### src/rtl/instr_sequencer.sv
// Multi-cycle fetch/decode/execute/write-back sequencer for the 16-bit CPU.
// Supports free-run and single-step modes, a halt opcode and a stretched multiply execute phase.
module instr_sequencer #(
   parameter int unsigned MEM_LAT  = 1,
   parameter int unsigned EXEC_LAT = 1,
   parameter int unsigned MULT_LAT = 4,
   parameter logic [3:0]  OP_MULT  = 4'h6,
   parameter logic [3:0]  OP_HALT  = 4'hF
) (
   input  logic        clk,
   input  logic        reset,
   input  logic        run_mode,
   input  logic        step_n,
   input  logic [3:0]  codop,
   input  logic        esc_reg,
   input  logic        esc_cond_cp,
   input  logic        cond_true,
   output logic        ir_load,
   output logic        reg_read_en,
   output logic        exec_busy,
   output logic        reg_write,
   output logic        pc_write,
   output logic        pc_branch_sel,
   output logic        disp_update,
   output logic        halted,
   output logic [2:0]  state,
   output logic [15:0] instr_count
);

   localparam int unsigned LAT_A  = (MEM_LAT > EXEC_LAT) ? MEM_LAT : EXEC_LAT;
   localparam int unsigned LAT_M  = (LAT_A > MULT_LAT) ? LAT_A : MULT_LAT;
   localparam int unsigned CW     = $clog2(LAT_M + 1);

   typedef enum logic [2:0] {
      S_IDLE   = 3'd0,
      S_FETCH  = 3'd1,
      S_DECODE = 3'd2,
      S_EXEC   = 3'd3,
      S_WB     = 3'd4,
      S_HALT   = 3'd5
   } state_t;

   state_t          state_q, state_d;
   logic [CW-1:0]   cnt_q, cnt_d;
   logic [15:0]     count_q, count_d;
   logic            mult_q, mult_d;
   logic            sync1_q, sync2_q, prev_q;
   logic            step_pulse;
   logic            fetch_last, exec_last;

   assign step_pulse = prev_q & ~sync2_q;
   assign fetch_last = (cnt_q == CW'(MEM_LAT - 1));
   assign exec_last  = (cnt_q == (mult_q ? CW'(MULT_LAT - 1) : CW'(EXEC_LAT - 1)));

   // Phase counter restarts on every state entry and only runs in the multi-cycle states.
   always_comb begin
      cnt_d   = '0;
      count_d = count_q;
      mult_d  = mult_q;
      if ((state_d == state_q) && ((state_q == S_FETCH) || (state_q == S_EXEC)))
         cnt_d = cnt_q + 1'b1;
      if (state_q == S_DECODE)
         mult_d = (codop == OP_MULT);
      if (state_q == S_WB)
         count_d = count_q + 16'd1;
   end

   always_ff @(posedge clk) begin
      if (reset) begin
         state_q <= S_IDLE;
         cnt_q   <= '0;
         count_q <= '0;
         mult_q  <= 1'b0;
         sync1_q <= 1'b1;
         sync2_q <= 1'b1;
         prev_q  <= 1'b1;
      end else begin
         state_q <= state_d;
         cnt_q   <= cnt_d;
         count_q <= count_d;
         mult_q  <= mult_d;
         sync1_q <= step_n;
         sync2_q <= sync1_q;
         prev_q  <= sync2_q;
      end
   end

   always_comb begin
      state_d = state_q;
      case (state_q)
         S_IDLE:   if (run_mode || step_pulse) state_d = S_FETCH;
         S_FETCH:  if (fetch_last) state_d = S_DECODE;
         S_DECODE: state_d = (codop == OP_HALT) ? S_HALT : S_EXEC;
         S_EXEC:   if (exec_last) state_d = S_WB;
         S_WB:     state_d = S_IDLE;
         S_HALT:   state_d = S_HALT;
         default:  state_d = S_IDLE;
      endcase
   end

   // Strobes are masked while reset is asserted so an aborted instruction never retires.
   always_comb begin
      ir_load       = 1'b0;
      reg_read_en   = 1'b0;
      exec_busy     = 1'b0;
      reg_write     = 1'b0;
      pc_write      = 1'b0;
      pc_branch_sel = 1'b0;
      disp_update   = 1'b0;
      halted        = 1'b0;
      if (!reset) begin
         case (state_q)
            S_FETCH:  ir_load     = fetch_last;
            S_DECODE: reg_read_en = 1'b1;
            S_EXEC:   exec_busy   = 1'b1;
            S_WB: begin
               reg_write     = esc_reg;
               pc_write      = 1'b1;
               pc_branch_sel = esc_cond_cp & cond_true;
               disp_update   = 1'b1;
            end
            S_HALT:   halted      = 1'b1;
            default:  ;
         endcase
      end
   end

   assign state       = state_q;
   assign instr_count = count_q;

endmodule

### config.mk
export PLATFORM = sky130hd
export DESIGN_NAME = instr_sequencer
export DESIGN_NICKNAME = d
export VERILOG_FILES = /design/src/rtl/instr_sequencer.sv
export SDC_FILE = /design/constraint.sdc
export NUM_CORES = 1
export LEC_CHECK = 0
export CAP_MARGIN = 15
export CORE_MARGIN = 3
export CORE_UTILIZATION = 43
export CTS_CLUSTER_SIZE = 24
export DETAILED_ROUTE_END_ITERATION = 10
export PLACE_DENSITY = 0.74
export SLEW_MARGIN = 40
export SYNTH_ARGS = -nofsm -noshare
export SYNTH_HDL_FRONTEND = slang
export SYNTH_SLANG_ARGS = --single-unit
export TNS_END_PERCENT = 5
### constraint.sdc
create_clock -name clk -period 2.9 [get_ports clk]
set_input_delay 0.58 -clock clk [delete_from_list [all_inputs] [get_ports clk]]
set_output_delay 0.58 -clock clk [all_outputs]
set_load 0.01 [all_outputs]
==> reports/metrics.cfg <==
[detailed_routing]
via_per_inst = 5.59
wl_per_cell_um = 14.0
wl_um = 3010
dr.pass1.iters = 4
drtAntennaViolNets = 0
vias = 1201
drtIter0Drc = 41
drc = 0

[synthesis]
yosys_most_used_dff = dfxtp_1
synth-seq-cells = 26
yosysSeqAreaShare_pct = 40.3
synth_edf_count = 0
async_flop_share_pct = 0
synth-compound-area-share_pct = 10.5
syn_nets = 162
muxShareOfSynthArea_pct = 0.775
synthCells = 148
synth_xor_area_share_pct = 6.78
synth.avg_cell_area_um2 = 8.72
synth_area_mm2 = 0.00129
synthAdderAreaFrac_pct = 2.91
ys_warn_count = 0
yosysUniqueCellTypes = 43
synth_top_family_by_area = simple AND/OR/NAND/NOR gates
yosys.area_share.simple_pct = 33.2

[layout]
n_antenna_cell = 0
final_common_cell = clkdlybuf4s50_1
multi_input_comb_area_um2 = 699
final_nets = 200
syn_to_final_growth_pct = 32.5
seqCellArea_um2 = 520
fillers = 266
final_cell_mix = clkdlybuf4s50_1 (36), dfxtp_1 (26), nor2_1 (16)
drive_gt1_share_pct = 10.3

[floorplanning]
pin_count = 38
die_area_mm2 = 0.00370
die_y_um = 60.8
die_w_um = 60.8
start_util_pct = 46.0
fp.coreArea_mm2 = 0.00281
rows = 19

[worst_setup_path]
required_ns = 2.32
crit_top_cell = clkdlybuf4s50_1
path_cells = clkdlybuf4s50_1 > nor4bb_1 > clkdlybuf4s50_1
crit_path_max_incr_delay_ns = 0.64
end_kind = output port
arrival_ns = 2.22
r2r_slack_ns = 0.90
cp-start-kind = primary input
crit_buf_inv = 2
crit_path_top_delay_cell = clkdlybuf4s50_1
path_class = primary input to output port
critical_path.top_delay_family = buffers and inverters
cp.depth = 3
ff2ff_path_depth = 6
crit_fanout = 7

[power_and_ir_drop]
internal-power_uw = 455
clkPwrFrac_pct = 24.2
ir_worst_vdd_v = 0.000172
total_power_uw = 600
leakagePower_nw = 0.601
p_seq_share_pct = 63.3
power_frac_comb_pct = 12.5
p_per_area_mw_per_mm2 = 351
sw_frac_of_total_pct = 24.1
power.net_switching_uw = 144

[clock_network]
cts_tree = yes
cts.sinks = 26
root_buffer = clkbuf_4
cts_setup_buffers = 0
cts_buffer_depth = 2
clk_pin_slew_ns = 0.13
cts_made_buffers = 3
htreeDepth = 1
clkLatencyLatePin_ns = 0.30

[placed_design]
place_congestion = 0.836
io_buffer_count = 37
dp_hpwl_um = 2310

[hold_path]
hold_depth = 1
hp-class = flop to flop

[timing]
whs_ns = 0.437
clock_skew_ns = 0.00198
setup_viol_count_final = 0
slew-limit-headroom_pct = 60.7
max_freq_mhz = 357
setup_tns_ns = 0
rsz0062_at_grt = no
finalCriticalPeriod_ns = 2.80
finalHoldViolations = 0
slew_viol_final = 0
layout_worst_path_cycle_share_pct = 96.5
tightest_slew_ns = 0.586

[global_route]
grt_pass1_wl_um = 4710
grt_util_met1_pct = 18.4
grt_overflow = 0
grt.busiest_layer = met2
grt_max_degree = 17
met2_usage_pct = 29.9
antenna_found_initial = 0
grt_pass1_vias = 1135
grt_use_met3_pct = 3.19
grt_usage_pct = 16.5

[flow_run]
cap_violations = 0

[status]
status = finished, final reports clean

-- synth_stat cells (3+ instances only) --
| master | count | area (um2) |
|---|---|---|
| or2_2 | 4 | 25.0 |
| nor3b_1 | 3 | 22.5 |
| xor2_1 | 5 | 43.8 |
| nand4_1 | 6 | 37.5 |
| nor3_1 | 5 | 25.0 |
| clkbuf_1 | 4 | 15.0 |
| nand3_1 | 4 | 20.0 |
| xnor2_1 | 5 | 43.8 |
| o21ai_0 | 6 | 30.0 |
| or3_1 | 3 | 18.8 |
| a21oi_1 | 8 | 40.0 |
| nand2b_1 | 3 | 18.8 |
| dfxtp_1 | 26 | 521 |
| nand2_1 | 6 | 22.5 |
| ha_1 | 3 | 37.5 |
| inv_1 | 9 | 33.8 |
| nor2_1 | 16 | 60.1 |
-- cells by family (layout without fill, tap and decap cells) --
group | count (synthesis) | after routing
flops | 26 | 26
xor+xnor | 10 | 10
mux | 1 | 1
buf+inv | 16 | 52
simple gates | 70 | 70
fa+ha+maj | 3 | 3
compound gates | 22 | 22
-- per-stage QoR --
step / cells / worst slack [ns] / area (um2) / utilization, %
floorplan: 148 / 0.847 / 1290 / -
global placement: 212 / 0.241 / 1690 / 60.1
detailed placement: 212 / 0.119 / 1690 / 60.1
CTS: 215 / 0.0308 / 1710 / 60.9
global route: 215 / 0.0667 / 1710 / 61.0
finish: 215 / 0.103 / 1710 / 61.0
-- power groups by stage --
stage | Combinational [mW] | Clock [mW] | Sequential, mW
6_report | 0.0752 | 0.145 | 0.379
5_1_grt | 0.0810 | 0.168 | 0.381
4_1_cts | 0.0755 | 0.155 | 0.379
3_5_place_dp | 0.0751 | 0 | 0.387
3_3_place_gp | 0.0728 | 0 | 0.387
2_1_floorplan | 0.0459 | 0 | 0.380
-- metal layers --
layer  vias up  wire [um]
met3         6        126
li1        598          -
met5         -          0
met4         0         48
met2        38       1640
met1       559       1190
-- area by class of cell --
| type | count | share of cell area [%] |
|---|---|---|
| Clock buffer | 3 | 1.32 |
| Inverter | 9 | 1.98 |
| Multi-Input combinational cell | 106 | 40.9 |
| Sequential cell | 26 | 30.4 |
| Tap cell | 31 | 2.27 |
| Timing Repair Buffer | 40 | 23.1 |
-- worst reg2reg max path, cell delays in order, from the launching register on --
cell and delay, ns:
dfxtp_1 0.37, inv_1 0.08, ha_1 0.18, or3b_2 0.48, nor2b_1 0.15, a311oi_1 0.52, nor2_1 0.11
-- flip-flops by register name (all words and copies together), names as in the netlist --
name	cells
sync1_q	1
prev_q	1
mult_q	1
state	3
instr_count	16
cnt_q	3
sync2_q	1
-- timing repair --
action,CTS,global route
hold endpoints to repair,0,0
hold buffers,0,0
resized for setup,0,1
setup endpoints to repair,0,1
-- path summary, 6_finish.rpt --
check / startpoint / end
worst max-delay path: reset / halted
worst min-delay path: sync1_q / sync2_q
worst max register to register: cnt_q[0] / cnt_q[1]
worst min register to register: sync1_q / sync2_q
Note: power is estimated with default switching activity, not from simulation.
